==> src/rtl/mcu_window_sequencer_if.sv <==
// Row-in / column-out / result-out bus of the MCU window sequencer.
// slave is the sequencer's view, master the row memory / conv array / sink view.
interface mcu_window_sequencer_if #(
   parameter int N           = 4,
   parameter int K           = 3,
   parameter int BITS_IMAGEN = 8,
   parameter int BITS_DATA   = 13
);
   localparam int COL_W = (K > 1) ? $clog2(K) : 1;

   logic                              i_clear;
   logic [(N+K-1)*BITS_IMAGEN-1:0]    i_row;
   logic                              i_row_valid;
   logic                              o_row_ready;
   logic [K*N*BITS_IMAGEN-1:0]        o_DataConv;
   logic                              o_conv_valid;
   logic [COL_W-1:0]                  o_conv_col;
   logic [N*BITS_DATA-1:0]            i_DataConv;
   logic                              i_conv_done;
   logic [BITS_DATA-1:0]              o_Data;
   logic                              o_valid;
   logic                              i_ready;

   modport slave (
      input  i_clear, i_row, i_row_valid, i_DataConv, i_conv_done, i_ready,
      output o_row_ready, o_DataConv, o_conv_valid, o_conv_col, o_Data, o_valid
   );

   modport master (
      output i_clear, i_row, i_row_valid, i_DataConv, i_conv_done, i_ready,
      input  o_row_ready, o_DataConv, o_conv_valid, o_conv_col, o_Data, o_valid
   );
endinterface

==> src/rtl/mcu_window_sequencer.sv <==
// Sliding K-row window feeding N conv units one column per cycle, then
// serialising the N results onto a valid/ready stream.
module mcu_wseq_lane #(
   parameter int J     = 0,
   parameter int K     = 3,
   parameter int NPIX  = 6,
   parameter int BI    = 8,
   parameter int COL_W = 2
) (
   input  logic [K-1:0][NPIX*BI-1:0] i_rows,
   input  logic [COL_W-1:0]          i_col,
   input  logic                      i_en,
   output logic [K-1:0][BI-1:0]      o_col
);
   always_comb begin
      o_col = '0;
      if (i_en) begin
         for (int r = 0; r < K; r++)
            o_col[r] = i_rows[r][(J + int'(i_col))*BI +: BI];
      end
   end
endmodule

module mcu_window_sequencer #(
   parameter int N           = 4,
   parameter int K           = 3,
   parameter int BITS_IMAGEN = 8,
   parameter int BITS_DATA   = 13
) (
   input  logic                  i_clock,
   input  logic                  i_reset,
   mcu_window_sequencer_if.slave bus
);
   localparam int NPIX  = N + K - 1;
   localparam int COL_W = (K > 1) ? $clog2(K) : 1;
   localparam int IDX_W = (N > 1) ? $clog2(N) : 1;
   localparam int CNT_W = $clog2(K + 1);

   typedef enum logic [2:0] {S_FILL, S_CONV, S_WAIT, S_DRAIN, S_ACCEPT} state_t;

   state_t                                r_state, w_next;
   logic [K-1:0][NPIX*BITS_IMAGEN-1:0]    r_rows;
   logic [CNT_W-1:0]                      r_cnt;
   logic [COL_W-1:0]                      r_col;
   logic [IDX_W-1:0]                      r_idx;
   logic [N-1:0][BITS_DATA-1:0]           r_res;
   logic                                  w_accept;
   logic                                  w_conv;
   logic                                  w_last_col;
   logic                                  w_last_idx;
   logic [N-1:0][K-1:0][BITS_IMAGEN-1:0]  w_cols;

   assign w_conv      = (r_state == S_CONV);
   assign w_last_col  = (r_col == COL_W'(K-1));
   assign w_last_idx  = (r_idx == IDX_W'(N-1));
   assign bus.o_row_ready  = ((r_state == S_FILL) || (r_state == S_ACCEPT)) && !bus.i_clear;
   assign w_accept         = bus.o_row_ready && bus.i_row_valid;
   assign bus.o_conv_valid = w_conv;
   assign bus.o_conv_col   = r_col;
   assign bus.o_valid      = (r_state == S_DRAIN);
   assign bus.o_Data       = (r_state == S_DRAIN) ? r_res[r_idx] : '0;
   assign bus.o_DataConv   = w_cols;

   always_ff @(posedge i_clock or negedge i_reset) begin
      if (!i_reset) r_state <= S_FILL;
      else          r_state <= w_next;
   end

   always_comb begin
      w_next = r_state;
      case (r_state)
         S_FILL:   if (w_accept && (r_cnt == CNT_W'(K-1))) w_next = S_CONV;
         S_CONV:   if (w_last_col) w_next = S_WAIT;
         S_WAIT:   if (bus.i_conv_done) w_next = S_DRAIN;
         S_DRAIN:  if (bus.i_ready && w_last_idx) w_next = S_ACCEPT;
         S_ACCEPT: if (w_accept) w_next = S_CONV;
         default:  w_next = S_FILL;
      endcase
      if (bus.i_clear) w_next = S_FILL;
   end

   // Row contents survive i_clear; only the count restarts, so stale rows are never used.
   always_ff @(posedge i_clock or negedge i_reset) begin
      if (!i_reset) begin
         r_rows <= '0;
         r_cnt  <= '0;
         r_col  <= '0;
         r_idx  <= '0;
         r_res  <= '0;
      end else if (bus.i_clear) begin
         r_cnt <= '0;
         r_col <= '0;
         r_idx <= '0;
      end else begin
         if (w_accept) begin
            for (int r = 0; r < K-1; r++) r_rows[r] <= r_rows[r+1];
            r_rows[K-1] <= bus.i_row;
            if (r_cnt != CNT_W'(K)) r_cnt <= r_cnt + 1'b1;
         end
         if (w_conv) r_col <= w_last_col ? '0 : r_col + 1'b1;
         if ((r_state == S_WAIT) && bus.i_conv_done) r_res <= bus.i_DataConv;
         if ((r_state == S_DRAIN) && bus.i_ready) r_idx <= w_last_idx ? '0 : r_idx + 1'b1;
      end
   end

   for (genvar j = 0; j < N; j++) begin : g_lane
      mcu_wseq_lane #(
         .J(j), .K(K), .NPIX(NPIX), .BI(BITS_IMAGEN), .COL_W(COL_W)
      ) u_lane (
         .i_rows (r_rows),
         .i_col  (r_col),
         .i_en   (w_conv),
         .o_col  (w_cols[j])
      );
   end
endmodule

==> src/flat_wrapper.sv <==
// flat-port wrapper written by rule: the top's interface ports become plain ports
module mcu_window_sequencer_flat 
#(
   parameter int N           = 4,
   parameter int K           = 3,
   parameter int BITS_IMAGEN = 8,
   parameter int BITS_DATA   = 13
)
  (i_clock, i_reset, bus_i_clear, bus_i_row, bus_i_row_valid, bus_i_DataConv, bus_i_conv_done, bus_i_ready, bus_o_row_ready, bus_o_DataConv, bus_o_conv_valid, bus_o_conv_col, bus_o_Data, bus_o_valid);
  mcu_window_sequencer_if #(.N(N), .K(K), .BITS_IMAGEN(BITS_IMAGEN), .BITS_DATA(BITS_DATA)) bus_i ();
  input  logic i_clock;
  input  logic i_reset;
  input wire logic [$bits(bus_i.i_clear)-1:0] bus_i_clear;
  input wire logic [$bits(bus_i.i_row)-1:0] bus_i_row;
  input wire logic [$bits(bus_i.i_row_valid)-1:0] bus_i_row_valid;
  input wire logic [$bits(bus_i.i_DataConv)-1:0] bus_i_DataConv;
  input wire logic [$bits(bus_i.i_conv_done)-1:0] bus_i_conv_done;
  input wire logic [$bits(bus_i.i_ready)-1:0] bus_i_ready;
  output wire logic [$bits(bus_i.o_row_ready)-1:0] bus_o_row_ready;
  output wire logic [$bits(bus_i.o_DataConv)-1:0] bus_o_DataConv;
  output wire logic [$bits(bus_i.o_conv_valid)-1:0] bus_o_conv_valid;
  output wire logic [$bits(bus_i.o_conv_col)-1:0] bus_o_conv_col;
  output wire logic [$bits(bus_i.o_Data)-1:0] bus_o_Data;
  output wire logic [$bits(bus_i.o_valid)-1:0] bus_o_valid;
  assign bus_i.i_clear = bus_i_clear;
  assign bus_i.i_row = bus_i_row;
  assign bus_i.i_row_valid = bus_i_row_valid;
  assign bus_i.i_DataConv = bus_i_DataConv;
  assign bus_i.i_conv_done = bus_i_conv_done;
  assign bus_i.i_ready = bus_i_ready;
  assign bus_o_row_ready = bus_i.o_row_ready;
  assign bus_o_DataConv = bus_i.o_DataConv;
  assign bus_o_conv_valid = bus_i.o_conv_valid;
  assign bus_o_conv_col = bus_i.o_conv_col;
  assign bus_o_Data = bus_i.o_Data;
  assign bus_o_valid = bus_i.o_valid;
  mcu_window_sequencer #(.N(N), .K(K), .BITS_IMAGEN(BITS_IMAGEN), .BITS_DATA(BITS_DATA)) u_core (.i_clock(i_clock), .i_reset(i_reset), .bus(bus_i));
endmodule
==> config.mk <==
export PLATFORM = sky130hd
export DESIGN_NAME = mcu_window_sequencer_flat
export DESIGN_NICKNAME = d
export VERILOG_FILES = /design/src/rtl/mcu_window_sequencer_if.sv /design/src/rtl/mcu_window_sequencer.sv /design/src/flat_wrapper.sv
export SDC_FILE = /design/constraint.sdc
export NUM_CORES = 1
export LEC_CHECK = 0
export ABC_AREA = 1
export CORE_MARGIN = 2
export CORE_UTILIZATION = 40
export CTS_BUF_LIST = sky130_fd_sc_hd__clkbuf_4 sky130_fd_sc_hd__clkbuf_8
export DETAILED_ROUTE_END_ITERATION = 16
export PLACE_DENSITY = 0.67
export SLEW_MARGIN = 10
export SYNTH_ARGS = -nofsm -noshare
export SYNTH_HDL_FRONTEND = slang
export SYNTH_SLANG_ARGS = --single-unit
==> constraint.sdc <==
create_clock -name i_clock -period 1.3 [get_ports i_clock]
set_input_delay 0.13 -clock i_clock [delete_from_list [all_inputs] [get_ports i_clock]]
set_output_delay 0.13 -clock i_clock [all_outputs]
set_load 0.02 [all_outputs]
==> Word-level counts from Yosys, hierarchy flattened <==
Cells that the tools add are included.
{ "op_classes": {"add_sub_neg": 6, "muxes": 23, "bitwise": 1, "shifts": 12, "n_eq_ne": 13, "n_lt_le_gt_ge": 1, "n_reduce_logical": 17} }
{ "op_table": {"columns": ["operator", "count"], "rows": [
  ["$shiftx 48x32->8", 9],
  ["$shiftx 48x6->8", 3],
  ["$mux 24", 4],
  ["$bmux 13 s2", 1],
  ["$mux 13", 2],
  ["$mux 2", 9],
  ["$mux 3", 6],
  ["$pmux 3 s5", 1],
  ["$ne 3x2->1 const B", 3],
  ["$reduce_bool 2->1", 4],
  ["$add 2x1->2 const B", 3],
  ["$add 2x2->3 const A", 2],
  ["$eq 2x2->1 const B", 3],
  ["$eq 3x2->1 const B", 2],
  ["$logic_and 1x1->1", 6],
  ["$ne 3x3->1 const B", 2],
  ["$reduce_and 2->1", 3],
  ["$reduce_and 5->1", 1],
  ["$add 1x2->3 const A", 1],
  ["$eq 3x1->1 const B", 1],
  ["$eq 3x3->1 const B", 1],
  ["$logic_not 3->1", 1],
  ["$lt 2x3->1 const B", 1],
  ["$ne 2x2->1 const B", 1],
  ["3 further kinds", 3]
]} }
{ "word_totals": {"ff_bits": 205} }

==> Logic depth before layout (Yosys ltp) <==
{ "depth": {"ltp_word": 8, "depth_mapped": 9, "mapped_depth_nobuf": 9} }

==> Cells and area by module <==
From an unflattened synthesis, not the netlist that was laid out.
{ "hier_totals": {"cells_unflattened": 1997, "area_unflattened_um2": 12764.7} }
{ "modules_own_cells": {"columns": ["module", "seq_area_each_um2", "n_inst", "area_each_um2", "cells_each"], "rows": [
  ["mcu_window_sequencer", 5129.9, 1, 8413.1, 962],
  ["mcu_wseq_lane at u_core.g_lane[0].u_lane ...", 0.0, 3, 1181.1, 284],
  ["mcu_wseq_lane at u_core.g_lane[3].u_lane", 0.0, 1, 808.3, 183]
]} }

==> Worst setup path after synthesis <==
OpenSTA, ideal clock, no wires.
{ "synth_path": {"kind": "register to output", "start": "reg u_core.r_col[1], in the netlist u_core.bus.o_conv_col[1]", "end": "out bus_o_DataConv[10]", "setup_slack_ns": -0.463, "stages_incl_launch_ff": 7, "arrival_ns": 1.633, "required_ns": 1.170, "path_cell_list": "dfrtp_1 > buf_2 > nor2_1 > buf_4 > buf_2 > nand2_1 > a31oi_1"} }
{ "synth_between": {"elab_chain_len": 2} }
{ "synth_lines": {"columns": ["element", "line_no", "source"], "rows": [
  ["start, declared", "mcu_window_sequencer.sv:44", "logic [COL_W-1:0] r_col;"],
  ["start signal, assigned", "mcu_window_sequencer.sv:100", "if (w_conv) r_col <= w_last_col ? '0 : r_col + 1'b1;"],
  ["$shiftx 48x6->8", "mcu_window_sequencer.sv:19", "o_col[r] = i_rows[r][(J + int'(i_col))*BI +: BI];"],
  ["$mux 24", "mcu_window_sequencer.sv:17", "if (i_en) begin"],
  ["end, declared", "flat_wrapper.sv:20", "output wire logic [$bits(bus_i.o_DataConv)-1:0] bus_o_DataConv;"]
]} }
No other way between the ends.

==> Worst setup path after layout <==
{ "layout_path": {"start": "reg u_core.r_col[0], in the netlist u_core.bus.o_conv_col[0]", "end": "out bus_o_DataConv[85]"} }
{ "layout_between": {"elab_chain_len": 3} }
{ "layout_lines": {"columns": ["element", "line_no"], "rows": [
  ["$add 2x2->3", "mcu_window_sequencer.sv:19"],
  ["$shiftx 48x32->8", "mcu_window_sequencer.sv:19"],
  ["$mux 24", "mcu_window_sequencer.sv:17"]
]} }
No other way between the ends.

==> flow_metrics.tcl <==
set metrics [dict create \
    initial_utilization_pct 40.82 \
    power.static_leakage_nw 9.534 \
    syn_nets 1552 \
    maximum_number_of_pins_on_one_net_before_global_route_repair 58 \
    timing.final.max_slew_violations 0 \
    rsz0062_at_grt "true" \
    ctsHtreeMaxLevel 2 \
    worst_ir_drop_on_vdd_v 0.001724 \
    yosysWarningCount 0 \
    rows 59 \
    number_of_violations_of_the_max_capacitance_limit 0 \
    final_layout_size_suffix_gt1_share_pct 56.30 \
    ioPinCount 220 \
    clk-insertion-delay-late_ns 0.55 \
    critical_path.cell_chain "buf_6 -> o21ai_0 -> buf_4 -> nand2_1 -> a21oi_4 -> buf_4" \
    totalNegativeSetupSlack_ns -203.27 \
    detail_route.first_pass.iterations 8 \
    die-height_um 167.1 \
    power.share.clock_pct 12.4 \
    run_status "finished with violations" \
    crit_path_end_kind "primary output" \
    post_synth_inst_count 1443 \
    fin_area_um2 21220 \
    timing.setup.critical_path_class "reg2out" \
    number_of_antenna_violations_at_the_first_check_in_global_routing 1 \
    critical_path.most_common_cell "sky130_fd_sc_hd__buf_4" \
    floorplan_die_area_um2 27910 \
    synth_top_area_share_pct 48.23 \
    numPortBuffers 219 \
    post-dp-hpwl_um 29860 \
    critPathSlowestCell "sky130_fd_sc_hd__dfrtp_4" \
    cellInternalPower_w 0.02661 \
    seq_power_share_pct 25.0 \
    maxSlewHeadroom_pct 71.06 \
    timing.critical_path.fanout_max 13 \
    detail_route.iter0.violations 1377 \
    final.period_utilization_pct 187.6 \
    clock_tree.root_cell "sky130_fd_sc_hd__clkbuf_8" \
    total_of_endpoints_with_negative_setup_slack_in_the_final_report 319 \
    p_comb_share_pct 62.7 \
    synth_area_um2 10640 \
    slew_at_the_pin_closest_to_its_max_slew_limit_ns 0.4342 \
    final_critical_path_setup_slack_ns -1.139 \
    detail_route.vias_per_cell 5.900 \
    max_freq_ghz 0.4100 \
    overall_via_count_from_detail_route 13650 \
    dpl_cell_area_um2 16140 \
    synth.lib_cells_used.distinct 21 \
    timing_hold_violations_final 0 \
    route.detailed.drc 0 \
    crit_required_ns 1.17 \
    failing_checks "negative setup slack" \
    power.share.switching_pct 47.02 \
    die_width_um 167.1 \
    synth.area.top_cells "sky130_fd_sc_hd__dfrtp_1, sky130_fd_sc_hd__nand2_1, sky130_fd_sc_hd__o21ai_0" \
    cts_num_sinks 205 \
    cts.path.max_buffers 3 \
    drt.antenna.violating_nets 0 \
    longest_individual_stage_delay_on_the_worst_path_ns 0.56 \
    most_used_cells_in_the_layout_excluding_fill_and_tap_cells "sky130_fd_sc_hd__buf_4, sky130_fd_sc_hd__nand2_1, sky130_fd_sc_hd__dfrtp_1" \
    ffs_latches_synth 205 \
    via_count_of_the_first_global_routing_pass 12200 \
    power-per-cell-area_nw_per_um2 2366 \
    total_switching_power_w 0.02361 \
    grt.overflow.total 0 \
    cts_tree "done" \
    fp.coreArea_um2 26060 \
    finalClockSkew_ns 0.02624 \
    crit_path_start_kind "flip-flop" \
    nFillCells 1377 \
    clk_transition_reported_paths_ns 0.06 \
    num-nets-final 2064 \
    numCtsBuffers 37 \
    place_congestion 0.8998 \
    global_route.usage.total_pct 31.53 \
    leading_cell_type_in_the_layout_fill_and_taps_excluded "sky130_fd_sc_hd__buf_4" \
    totalWireLength_um 57640 \
    flow.area_growth_from_synthesis_pct 99.53 \
    timing.hold.ws_ns 0.07584 \
    arrival_ns 2.31 \
    hold_path.class "in2async" \
    wire_per_inst_um 24.92 \
    syn_area_per_cell_um2 7.371 \
    wire_length_of_the_first_global_routing_pass_um 68010 \
    finalCriticalPeriod_ns 2.439 \
    design_power_total_w 0.05022 \
    synth.yosys.seq_area_share_pct 48.23 \
    cell_taking_the_most_area_after_synthesis "sky130_fd_sc_hd__dfrtp_1" \
]
## synth_stat cells
library cell and n:
sky130_fd_sc_hd__nand2_1 443, sky130_fd_sc_hd__o21ai_0 231, sky130_fd_sc_hd__dfrtp_1 205, sky130_fd_sc_hd__inv_1 143, sky130_fd_sc_hd__a21oi_1 119, sky130_fd_sc_hd__nor2_1 81, sky130_fd_sc_hd__clkbuf_1 44, sky130_fd_sc_hd__a22oi_1 40
sky130_fd_sc_hd__o21ai_1 40, sky130_fd_sc_hd__buf_2 34, sky130_fd_sc_hd__buf_4 17, sky130_fd_sc_hd__a31oi_1 9, sky130_fd_sc_hd__nand3_1 9, sky130_fd_sc_hd__inv_2 6, sky130_fd_sc_hd__o21ai_2 6, sky130_fd_sc_hd__buf_1 5
sky130_fd_sc_hd__ha_1 3, sky130_fd_sc_hd__nand4_1 3, sky130_fd_sc_hd__nor2_2 3, sky130_fd_sc_hd__nand2_2 1, sky130_fd_sc_hd__nor2_4 1
## layer usage
layer	share of wire, %	vias to the layer above	global-route usage (%)
li1	-	5717	-
met2	48	1048	53.68
met5	0	-	0
met4	9.1	0	16.00
met1	33	6526	38.39
met3	9.6	356	5.656
## layout make-up
type | count | area (um2) | area share, %
multi-input cells | 989 | 7868 | 37.07
repair buffers | 573 | 6487 | 30.57
flip-flops and latches | 205 | 5137 | 24.21
clock buffers | 57 | 678.2 | 3.195
inverters | 149 | 610.6 | 2.877
well taps | 335 | 419.2 | 1.975
clock inverters | 4 | 20.02 | 0.09433
diodes | 1 | 2.502 | 0.01179
## cell families (layout without fill, tap and decap cells)
kind of cell	count (synthesis)	in the layout	share of synthesized area [%]
other	0	1	0
adder cells (fa/ha/maj)	3	3	0.3529
buffers and inverters	249	783	9.787
AO/OA/AOI/OAI	445	445	22.20
flip-flops	205	205	48.23
AND/OR/NAND/NOR	541	541	19.43
## stage by stage
| stage | std cells | setup WS, ns | util (%) |
|---|---|---|---|
| floorplan | 1443 | -0.1363 | - |
| global placement | 2135 | -0.9772 | 61.95 |
| detailed placement | 2135 | -0.9665 | 61.95 |
| CTS | 2269 | -0.9535 | 71.93 |
| global route | 2312 | -1.117 | 81.43 |
| finish | 2313 | -1.139 | 81.44 |
## what timing repair did
| item | in CTS | in global routing |
|---|---|---|
| hold buffers | 1 | 0 |
| hold endpoints to repair | 205 | 0 |
| resized for setup | 890 | 639 |
| pin swaps | 62 | 79 |
| buffers inserted | 49 | 35 |
| cloned | 24 | 25 |
| setup endpoints to repair | 318 | 319 |
## power groups by stage
| stage | clock network [W] | registers, W | logic, W |
|---|---|---|---|
| 3_3_place_gp | 0 | 0.0113 | 0.0212 |
| 6_report | 0.00620 | 0.0126 | 0.0315 |
| 2_1_floorplan | 0 | 0.0109 | 0.0122 |
| 4_1_cts | 0.00601 | 0.0115 | 0.0254 |
| 3_5_place_dp | 0 | 0.0115 | 0.0215 |
| 5_1_grt | 0.00644 | 0.0126 | 0.0325 |
## sequential cells by signal, indices dropped and copies added (netlist names)
register / flops
u_core.r_rows: 144
u_core.r_idx: 2
u_core.r_cnt: 2
u_core.bus.o_conv_col: 2
u_core.r_state: 3
u_core.r_res: 52
## worst paths after layout
path	slack [ns]	cells past startpoint	from	end
max	-1.14	6	u_core.bus.o_conv_col[0]	bus_o_DataConv[85]
min	0.08	2	i_reset	u_core.r_rows[44]
max reg2reg	-0.68	12	u_core.r_state[0]	u_core.r_rows[79]
min reg2reg	0.50	2	u_core.r_res[15]	u_core.r_res[15]
max in group asynchronous	0.60	3	i_reset	u_core.r_rows[98]
min in group i_clock	0.13	3	bus_i_DataConv[1]	u_core.r_res[1]
## critical path, delay by kind of cell (launching register included)
family          cells  cell delay (ns)
compound gates      2             0.48
flops               1             0.56
simple gates        1             0.20
buf+inv             3             0.53
Power figures use the tool's default switching activity.
